===== src/rtl/mips_multicycle_controller.sv =====
// mips_multicycle_controller: multi-cycle MIPS sequencer with memory-ready stalls and wait timeout
module mips_multicycle_controller #(
  parameter int MEM_TIMEOUT    = 16,
  parameter bit ILLEGAL_AS_NOP = 1'b1
) (
  input  logic       clk,
  input  logic       rst,
  input  logic [5:0] opcode,
  input  logic [5:0] funct,
  input  logic       zero,
  input  logic       mem_ready,
  output logic       pc_we,
  output logic       iord,
  output logic       mem_read,
  output logic       mem_write,
  output logic       ir_write,
  output logic       reg_write,
  output logic       reg_dst,
  output logic       reg_jal,
  output logic       data_jal,
  output logic       mem_to_reg,
  output logic       alu_src_a,
  output logic [1:0] alu_src_b,
  output logic [2:0] alu_op,
  output logic [1:0] pc_src,
  output logic [3:0] state,
  output logic       instr_done,
  output logic       illegal_op,
  output logic       mem_timeout
);
  typedef enum logic [3:0] {
    FETCH = 4'd0, DECODE = 4'd1, MEM_ADDR = 4'd2, MEM_READ = 4'd3, MEM_WB = 4'd4,
    MEM_WRITE = 4'd5, R_EXEC = 4'd6, R_WB = 4'd7, I_EXEC = 4'd8, I_WB = 4'd9,
    BRANCH = 4'd10, JUMP = 4'd11, JR = 4'd12, HALT = 4'd15
  } state_t;
  localparam logic [5:0] OP_R = 6'h00, OP_LW = 6'h23, OP_SW = 6'h2b, OP_ADDI = 6'h08,
    OP_SLTI = 6'h0a, OP_ANDI = 6'h0c, OP_BEQ = 6'h04, OP_BNE = 6'h05, OP_J = 6'h02, OP_JAL = 6'h03;
  localparam logic [5:0] FN_ADD = 6'h20, FN_SUB = 6'h22, FN_AND = 6'h24, FN_OR = 6'h25,
    FN_SLT = 6'h2a, FN_JR = 6'h08;
  localparam int CW = (MEM_TIMEOUT > 2) ? $clog2(MEM_TIMEOUT) : 1;
  state_t state_q, state_d;
  logic [CW-1:0] cnt_q, cnt_d;
  logic is_r, is_jr, is_mem, is_i, is_br, is_j, waiting, expired;
  logic [2:0] r_op, i_op;
  assign is_r   = opcode == OP_R && (funct == FN_ADD || funct == FN_SUB || funct == FN_AND ||
                  funct == FN_OR || funct == FN_SLT);
  assign is_jr  = opcode == OP_R && funct == FN_JR;
  assign is_mem = opcode == OP_LW || opcode == OP_SW;
  assign is_i   = opcode == OP_ADDI || opcode == OP_SLTI || opcode == OP_ANDI;
  assign is_br  = opcode == OP_BEQ || opcode == OP_BNE;
  assign is_j   = opcode == OP_J || opcode == OP_JAL;
  assign r_op   = funct == FN_SUB ? 3'd1 : funct == FN_AND ? 3'd2 : funct == FN_OR ? 3'd3 :
                  funct == FN_SLT ? 3'd4 : 3'd0;
  assign i_op   = opcode == OP_SLTI ? 3'd4 : opcode == OP_ANDI ? 3'd2 : 3'd0;
  assign waiting = state_q == FETCH || state_q == MEM_READ || state_q == MEM_WRITE;
  assign expired = waiting && !mem_ready && cnt_q == CW'(MEM_TIMEOUT - 1);
  assign state   = rst ? state_q : 4'd0;
  // Next state, wait counter and per-state datapath controls; everything held low during reset
  always_comb begin
    state_d     = state_q;
    cnt_d       = '0;
    pc_we       = 1'b0;
    iord        = 1'b0;
    mem_read    = 1'b0;
    mem_write   = 1'b0;
    ir_write    = 1'b0;
    reg_write   = 1'b0;
    reg_dst     = 1'b0;
    reg_jal     = 1'b0;
    data_jal    = 1'b0;
    mem_to_reg  = 1'b0;
    alu_src_a   = 1'b0;
    alu_src_b   = 2'b00;
    alu_op      = 3'd0;
    pc_src      = 2'b00;
    instr_done  = 1'b0;
    illegal_op  = 1'b0;
    mem_timeout = 1'b0;
    if (rst) begin
      case (state_q)
        FETCH: begin
          mem_read  = 1'b1;
          alu_src_b = 2'b01;
          ir_write  = mem_ready;
          pc_we     = mem_ready;
          state_d   = mem_ready ? DECODE : FETCH;
        end
        DECODE: begin
          alu_src_b = 2'b11;
          state_d   = is_r ? R_EXEC : is_jr ? JR : is_mem ? MEM_ADDR : is_i ? I_EXEC :
                      is_br ? BRANCH : is_j ? JUMP : ILLEGAL_AS_NOP ? FETCH : HALT;
          illegal_op = !(is_r || is_jr || is_mem || is_i || is_br || is_j);
          instr_done = illegal_op;
        end
        MEM_ADDR: begin
          alu_src_a = 1'b1;
          alu_src_b = 2'b10;
          state_d   = opcode == OP_LW ? MEM_READ : MEM_WRITE;
        end
        MEM_READ: begin
          iord     = 1'b1;
          mem_read = 1'b1;
          state_d  = mem_ready ? MEM_WB : MEM_READ;
        end
        MEM_WB: begin
          reg_write  = 1'b1;
          mem_to_reg = 1'b1;
          instr_done = 1'b1;
          state_d    = FETCH;
        end
        MEM_WRITE: begin
          iord       = 1'b1;
          mem_write  = 1'b1;
          instr_done = mem_ready;
          state_d    = mem_ready ? FETCH : MEM_WRITE;
        end
        R_EXEC: begin
          alu_src_a = 1'b1;
          alu_op    = r_op;
          state_d   = R_WB;
        end
        R_WB: begin
          reg_write  = 1'b1;
          reg_dst    = 1'b1;
          instr_done = 1'b1;
          state_d    = FETCH;
        end
        I_EXEC: begin
          alu_src_a = 1'b1;
          alu_src_b = 2'b10;
          alu_op    = i_op;
          state_d   = I_WB;
        end
        I_WB: begin
          reg_write  = 1'b1;
          instr_done = 1'b1;
          state_d    = FETCH;
        end
        BRANCH: begin
          alu_src_a  = 1'b1;
          alu_op     = 3'd1;
          pc_src     = 2'b01;
          pc_we      = opcode == OP_BEQ ? zero : !zero;
          instr_done = 1'b1;
          state_d    = FETCH;
        end
        JUMP: begin
          pc_src     = 2'b10;
          pc_we      = 1'b1;
          reg_write  = opcode == OP_JAL;
          reg_jal    = opcode == OP_JAL;
          data_jal   = opcode == OP_JAL;
          instr_done = 1'b1;
          state_d    = FETCH;
        end
        JR: begin
          pc_src     = 2'b11;
          pc_we      = 1'b1;
          instr_done = 1'b1;
          state_d    = FETCH;
        end
        HALT: state_d = HALT;
        default: state_d = FETCH;
      endcase
      if (expired) begin
        mem_timeout = 1'b1;
        instr_done  = 1'b1;
        state_d     = FETCH;
      end
      cnt_d = (waiting && !mem_ready && !expired) ? cnt_q + 1'b1 : '0;
    end
  end
  // State and wait-counter registers
  always_ff @(posedge clk) begin
    if (!rst) begin
      state_q <= FETCH;
      cnt_q   <= '0;
    end else begin
      state_q <= state_d;
      cnt_q   <= cnt_d;
    end
  end
endmodule

===== config.mk =====
export PLATFORM = sky130hd
export DESIGN_NAME = mips_multicycle_controller
export DESIGN_NICKNAME = d
export VERILOG_FILES = /design/src/rtl/mips_multicycle_controller.sv
export SDC_FILE = /design/constraint.sdc
export NUM_CORES = 1
export LEC_CHECK = 0
export CORE_ASPECT_RATIO = 1.2
export CORE_MARGIN = 8
export CORE_UTILIZATION = 35
export DETAILED_ROUTE_END_ITERATION = 8
export PLACE_DENSITY = 0.78
export SKIP_CTS_REPAIR_TIMING = 1
export SKIP_LAST_GASP = 1
export SLEW_MARGIN = 20
export SYNTH_ARGS = -nofsm -noshare
export SYNTH_HDL_FRONTEND = slang
export SYNTH_SLANG_ARGS = --single-unit

===== constraint.sdc =====
create_clock -name clk -period 1.99 [get_ports clk]
set_clock_uncertainty 0.15 [all_clocks]
set_input_delay 0.398 -clock clk [delete_from_list [all_inputs] [get_ports clk]]
set_output_delay 0.398 -clock clk [all_outputs]
set_load 0.01 [all_outputs]

# Yosys cells after proc, flatten, opt, wreduce, memory -nomap -nowiden
# Cells that the tools add are included.
[word_totals] regBits=8 input_bits=16
[op_classes] addsub=1 n_eq_ne=29 mux=52 bitwise_logic=1 reduce_logical=36
[ops] cell="== test 6 bit, second input constant" count=7
[ops] cell="one-hot mux 4 bit (8 select lines)" count=1
[ops] cell="== test 4 bit, second input constant" count=7
[ops] cell="two-way mux 4 bit" count=7
[ops] cell="two-way mux 3 bit" count=9
[ops] cell="two-way mux 1 bit" count=26
[ops] cell="== test 6 x 4 -> 1 bit, second input constant" count=4
[ops] cell="== test 4 x 3 -> 1 bit, second input constant" count=4
[ops] cell="logical OR 1 bit" count=16
[ops] cell="== test 6 x 2 -> 1 bit, second input constant" count=2
[ops] cell="== test 6 x 3 -> 1 bit, second input constant" count=2
[ops] cell="one-hot mux 2 bit (3 select lines)" count=2
[ops] cell="OR reduction 2 bit" count=5
[ops] cell="one-hot mux 3 bit (3 select lines)" count=1
[ops] cell="== test 4 x 2 -> 1 bit, second input constant" count=2
[ops] cell="logical NOT 6 bit" count=1
[ops] cell="two-way mux 2 bit" count=3
[ops] cell="one-hot mux 1 bit (3 select lines)" count=2
[ops] cell="OR reduction 6 bit" count=1
[ops] cell="logical AND 1 bit" count=5
[ops] cell="adder 4 x 1 -> 4 bit, second input constant" count=1
[ops] cell="== test 4 x 1 -> 1 bit, second input constant" count=1
[ops] cell="logical NOT 1 bit" count=4
[ops] cell="logical NOT 4 bit" count=1
[ops] cell="other kinds (5)" count=5

# Logic depth before layout (Yosys ltp)
# Gate-level depths: netlist of run 1.
[depth] depth_word=15 ltp_mapped=6 ltp_nobuf=6

# Worst setup path after synthesis of run 1
# OpenSTA, ideal clock, no wires.
[synth_path] kind="in2out" from="input funct[2]" to="output instr_done" arrival_ps=1573 path_slack_ps=-131 stages=5 path_cell_list="nor3b_2 -> a211oi_1 -> o32a_1 -> o311a_1 -> o21bai_1"
[synth_between] elab_chain_len=15 word_cells_on_any_way=21 cone_classes="eq/ne: 6; mux: 3; reduce/logical: 12"
[synth_rtl] element="start: declaration" line="9" source="input logic [5:0] funct,"
[synth_rtl] element="== test 6 bit" line="45" source="assign is_r = opcode == OP_R && (funct == FN_ADD || funct == FN_SUB || funct == FN_AND ||"
[synth_rtl] element="logical OR 1 bit (3 in a row)" line="45"
[synth_rtl] element="logical OR 1 bit" line="46" source="funct == FN_OR || funct == FN_SLT);"
[synth_rtl] element="logical AND 1 bit" line="45"
[synth_rtl] element="logical OR 1 bit (*) (5 in a row)" line="92" source="illegal_op = !(is_r || is_jr || is_mem || is_i || is_br || is_j);"
[synth_rtl] element="logical NOT 1 bit (*)" line="92"
[synth_rtl] element="one-hot mux 1 bit (3 select lines) (*)" line="80" source="case (state_q)"
[synth_rtl] element="two-way mux 1 bit (*)" line="165" source="if (expired) begin"
[synth_rtl] element="two-way mux 1 bit (*)" line="79" source="if (rst) begin"
[synth_rtl] element="end: declaration" line="27" source="output logic instr_done,"
# Mark *: on every way between the ends. The rest lies on a longest branch, timed or not.

# Final worst setup path of run 1
# Same ends and word-level chain as after synthesis.

==> results of run 1 <==
-- critical path: stages --
cell and delay, ns:
buf_8 0.10, and2b_2 0.22, nor2b_2 0.05, o32a_1 0.33
o311a_1 0.38, o21bai_4 0.19, buf_6 0.13
-- worst paths after layout --
kind | startpoint | endpoint | slack [ns]
max | funct[2] | instr_done | -0.35
min | cnt_q[3]$_SDFF_PN0_ | cnt_q[3]$_SDFF_PN0_ | 0.36
max reg2reg | state_q[0]$_SDFF_PP0_ | state_q[1]$_SDFF_PP0_ | 0.14
min reg2reg | cnt_q[3]$_SDFF_PN0_ | cnt_q[3]$_SDFF_PN0_ | 0.36
-- layout make-up --
cell class	instances	area, um2	area share, %
clock buffers	3	41.29	1.706
flip-flops and latches	8	172.7	7.135
inverters	5	21.27	0.8790
repair buffers	117	1021	42.19
multi-input cells	153	1117	46.17
well taps	37	46.29	1.913
-- flip-flops by register name (all words and copies together), names as in the netlist --
register and count:
cnt_q 4, state_q 4
-- synth_stat cells, types with 2 or more instances --
library cell / number
o21a_1: 2
and2_1: 4
inv_1: 5
nand4_1: 2
and3_1: 4
xnor2_1: 2
a21oi_1: 7
nor2_1: 22
nand3_1: 7
nor3_1: 12
buf_2: 6
o22ai_1: 3
mux2i_1: 2
o2111ai_1: 2
xor2_1: 3
nand3b_1: 3
o31ai_1: 3
nor3b_1: 2
o21ai_0: 6
o21ai_1: 3
dfxtp_1: 8
clkbuf_1: 2
a21o_1: 2
or4_1: 2
nand2_1: 17
nor2b_1: 6
a31oi_1: 4
or3_1: 2
nand2b_1: 7
-- power groups by stage --
stage          clock (uW)  sequential (uW)  combinational (uW)
2_1_floorplan           0              171                 112
3_3_place_gp            0              172                 246
3_5_place_dp            0              172                 253
4_1_cts               200              170                 253
5_1_grt               207              169                 336
6_report              193              169                 318
-- routing by layer --
metal  GRT usage (%)  vias to the layer above
met4           5.030                        0
met5               0                        -
met3           2.833                       18
li1                -                      872
met2           28.35                      100
met1           16.54                      888
-- per-stage QoR --
stage | instances | instance area, um2 | hold slack [ns] | setup TNS (ns) | setup WS [ns]
2_1_floorplan | 179 | 1234 | 0.2675 | -0.05621 | -0.05621
3_3_place_gp | 304 | 2034 | 0.3475 | -15.89 | -1.025
3_5_place_dp | 304 | 2034 | 0.3537 | -16.68 | -1.087
4_1_cts | 307 | 2076 | 0.3681 | -16.16 | -1.089
5_1_grt | 323 | 2420 | 0.3889 | -2.546 | -0.3479
6_report | 323 | 2420 | 0.3604 | -1.845 | -0.3470
-- cell families after synthesis --
logic type	count (synthesis)	share of synthesized area [%]
AO/OA/AOI/OAI	45	25.93
multiplexers	2	1.653
adder cells (fa/ha/maj)	1	1.033
XOR/XNOR	5	3.616
AND/OR/NAND/NOR	100	44.42
flip-flops	8	13.22
buffers and inverters	18	10.12
==> results.yml, run 1 <==
power:
  switching_share_pct: 31.02
  clockPowerShare_pct: 28.4
  p_leak_uw: 0.001310
  power_density_mw_per_mm2: 281.4
  pwr-share-seq_pct: 24.8
  power_frac_comb_pct: 46.8
  power_switching_uw: 211.2
  p_int_uw: 469.7
  report.power.total_uw: 680.8
  irDropWorstVdd_v: 0.0003559
placement:
  gp_congestion: 0.9004
  io_buffers: 40
  hpwl_um: 3582
sta:
  slew_violations: 0
  fmax_ghz: 0.4279
  period_share_pct: 117.4
  setup_viol: 13
  maxSlewHeadroom_pct: 71.50
  tightest_slew_ns: 0.4242
  min_period_ns: 2.337
  final-hold-violation-count: 0
  final.setup.worst_slack_ns: -0.3470
  rsz0062_at_grt: "yes"
floorplan:
  die_h_um: 80.44
  die_w_um: 69.70
  fp.coreArea_mm2: 0.003338
  dieArea_mm2: 0.005607
  rows: 23
  ios: 41
  start_util_pct: 36.28
worst_setup_path:
  required_ns: 1.44
  path_max_fanout: 4
  reg2reg_depth: 7
  worst_ep_arrival_time_ns: 1.79
  criticalPathCategory: "input pin to output pin"
  startpoint_type: "input pin"
  end_kind: "output pin"
outcome:
  status: "complete, but fails checks"
  violations: "negative setup slack"
synthesis:
  synthFlopType: "dfxtp_1"
  synth_cell_types: 58
  async_flop_share_pct: 0
  avgSynthCellArea_um2: 6.766
  synth_top_area_share_pct: 13.22
  yosys_warnings: 0
  synth_edf_count: 0
  postSynthCellCount: 179
  yosys.area.top_type: "dfxtp_1"
  synth.area.top_cells: "dfxtp_1 (13%), nor2_1 (6.8%), nand2_1 (5.3%)"
  synth-seq-cells: 8
  syn_nets: 196
  synth_area_mm2: 0.001211
  ys_seq_area_share_pct: 13.22
detailed_routing:
  totalWireLength_um: 5645
  top_layer: "met4"
  first_pass_iters: 8
  vias_per_cell: 5.814
  wl_met1_um: 2180
  final_antenna_net_count: 0
  drt_iter0_markers: 143
  vias: 1878
  route.met2.wl_um: 2896
  wl_per_cell_um: 17.48
  drc: 0
  wl_met3_um: 413
final_layout:
  final_cell_mix: "buf_4 (62), nor2_1 (20), dlymetal6s2s_1 (18)"
  num-nets-final: 305
  diodes: 0
  area_growth_pct: 99.79
  final.fill_count: 239
  utilization_pct: 72.49
  final_common_cell: "buf_4"
  drive_gt1_share_pct: 50.70
clock_network:
  cts_max_path_buffers: 2
  insertion_delay_ns: 0.23
  clkSlewWorstSetupHoldPaths_ns: 0.04
  cts_buffers: 3
  cts_max_level: 1
  clock-sinks: 8
  root_buffer: "clkbuf_8"
  tritoncts: "yes"
hold_path:
  whs_path_depth: 2
  holdCritPathClass: "flop to flop"
global_route:
  grt_use_total_pct: 15.04
  grt-ovfl-total: 0
  grt_pass1_vias: 1610
  grt_antenna_before_repair: 0
  grt_max_degree: 13
  grt_pass1_wl_um: 7217
job:
  drv_cap: 0
Power figures use the tool's default switching activity.
==> inputs of run 2 (changes only) <==
- ABC_AREA: default -> 0
- SKIP_CTS_REPAIR_TIMING: 1 -> default
==> run 2 against run 1 <==
Net effect:
- worst setup slack improved by 0.025 ns
- the run still ends with negative setup slack left
- critical path type unchanged
- largest cell class unchanged
- largest power group unchanged
- register-to-register slack got worse by 0.05 ns
- power rose by 0.74%
==> results.yml, run 2 (synthesis results as in run 1) <==
worst_setup_path:
  reg2reg_from: "state_q[0]$_SDFF_PP0_"
  required_ns: 1.44
  reg2reg_slack_ns: 0.09
  endpoint: "instr_done"
  cp-startpoint: "funct[5]"
  end_kind: "output pin"
  startpoint_type: "input pin"
  r2r_end: "state_q[1]$_SDFF_PP0_"
  reg2reg_depth: 7
  criticalPathCategory: "input pin to output pin"
  worst_ep_arrival_time_ns: 1.76
  path_max_fanout: 3
floorplan:
  fp.coreArea_mm2: 0.003338
  rows: 23
  die_h_um: 80.44
  dieArea_mm2: 0.005607
  start_util_pct: 36.28
  die_w_um: 69.70
  ios: 41
clock_network:
  cts_max_level: 1
  clock-sinks: 8
  cts_buffers: 3
  insertion_delay_ns: 0.23
  cts_max_path_buffers: 2
  tritoncts: "yes"
  root_buffer: "clkbuf_8"
  clkSlewWorstSetupHoldPaths_ns: 0.04
final_layout:
  area_growth_pct: 98.86
  diodes: 0
  stdcell_count: 330
  num-nets-final: 312
  drive_gt1_share_pct: 57.34
  final_cell_mix: "buf_4 (67), buf_6 (21), nor2_1 (20)"
  final_common_cell: "buf_4"
  largest_registers: "cnt_q: 4 flops, state_q: 4 flops"
global_route:
  grt-ovfl-total: 0
  grt_pass1_wl_um: 9004
  grt_use_total_pct: 19.13
  grt_pass1_vias: 1985
  grt_max_degree: 13
  grt_antenna_before_repair: 0
detailed_routing:
  drt_iter0_markers: 215
  final_antenna_net_count: 0
  totalWireLength_um: 6244
  vias_per_cell: 6.018
  first_pass_iters: 6
  wl_per_cell_um: 18.92
  vias: 1986
  drc: 0
outcome:
  status: "complete, but fails checks"
  violations: "negative setup slack"
power:
  irDropWorstVdd_v: 0.0003682
  p_leak_uw: 0.001149
  power_density_mw_per_mm2: 284.8
sta:
  period_share_pct: 116.2
  tightest_slew_ns: 0.4191
  fmax_ghz: 0.4325
  slew_violations: 0
  final.setup.worst_slack_ns: -0.3222
  hold_slack_ns: 0.3603
  min_period_ns: 2.312
  tns_ns: -1.569
  final-hold-violation-count: 0
  rsz0062_at_grt: "yes"
  setup_viol: 12
  maxSlewHeadroom_pct: 71.85
placement:
  gp_congestion: 0.9004
  post-place-cells: 304
  hpwl_um: 3582
  post-place-ws_ns: -1.087
  io_buffers: 40
job:
  drv_cap: 0
hold_path:
  holdCritPathClass: "flop to flop"
## run 2: cell types whose count changed in the layout (fill, tap and decap cells not counted), moves of 4 or more
cell            before  now
buf_4               62   67
buf_6               16   21
dlygate4sd2_1        0    4
buf_2               10   19
dlymetal6s2s_1      18    1
## run 2: final cells by class
type / instances / area, um2
Clock buffer: 3 / 41.29
Fill cell: 244 / 929.6
Inverter: 5 / 21.27
Multi-Input combinational cell: 153 / 1145
Sequential cell: 8 / 175.2
Tap cell: 37 / 46.29
Timing Repair Buffer: 124 / 979.7
## run 2: how the worst min path moves through the flow
stage                              startpoint             endpoint  slack, ns  depth (start not counted)
after global routing      cnt_q[0]$_SDFF_PN0_  cnt_q[0]$_SDFF_PN0_       0.39                          2
after global placement    cnt_q[3]$_SDFF_PN0_  cnt_q[3]$_SDFF_PN0_       0.35                          2
after CTS                 cnt_q[3]$_SDFF_PN0_  cnt_q[3]$_SDFF_PN0_       0.37                          2
final                     cnt_q[3]$_SDFF_PN0_  cnt_q[3]$_SDFF_PN0_       0.36                          2
after floorplan           cnt_q[0]$_SDFF_PN0_  cnt_q[0]$_SDFF_PN0_       0.27                          1
after detailed placement  cnt_q[3]$_SDFF_PN0_  cnt_q[3]$_SDFF_PN0_       0.35                          2
## run 2: per-stage QoR
step / power, uW / utilization, % / instance area [um2]
finish: 685.9 / 72.15 / 2409
global route: 717.8 / 72.15 / 2409
CTS: 649.6 / 68.18 / 2276
detailed placement: 424.9 / 60.94 / 2034
global placement: 418.4 / 60.94 / 2034
floorplan: 283.4 / - / 1234
## run 2: routing by layer
metal / GRT usage, % / share of wire [%] / routed length [um] / up-vias
li1: - / - / - / 882
met1: 19.59 / 37 / 2303 / 932
met2: 34.44 / 51 / 3169 / 138
met3: 3.695 / 7.5 / 471 / 34
met4: 13.88 / 4.8 / 300 / 0
met5: 0 / 0 / 0 / -
## run 2: timing repair
item | in CTS | in global routing
pin swaps | 20 | 20
resized for setup | 168 | 42
buffers inserted | 15 | 9
hold buffers | 0 | 0
endpoints found under the setup margin | 27 | 21
## run 2: report_power, final
group	leakage, uW	switching, uW	internal [uW]
Clock	0.0000216	62.4	131
Sequential	0.0000680	5.99	162
Combinational	0.00106	151	174
## run 2: critical path: stages
cell	delay, ns
buf_2	0.13
nor3b_4	0.23
a211oi_2	0.07
o32a_1	0.29
o311a_1	0.33
o21bai_4	0.19
buf_6	0.13
==> inputs of run 3 (changes only) <==
- ABC_CLOCK_PERIOD_IN_PS: default -> 1990
- GPL_ROUTABILITY_DRIVEN: default -> 0
==> results of run 3 <==
Same layout as run 2: the final DEF is identical, and so are final timing and power.
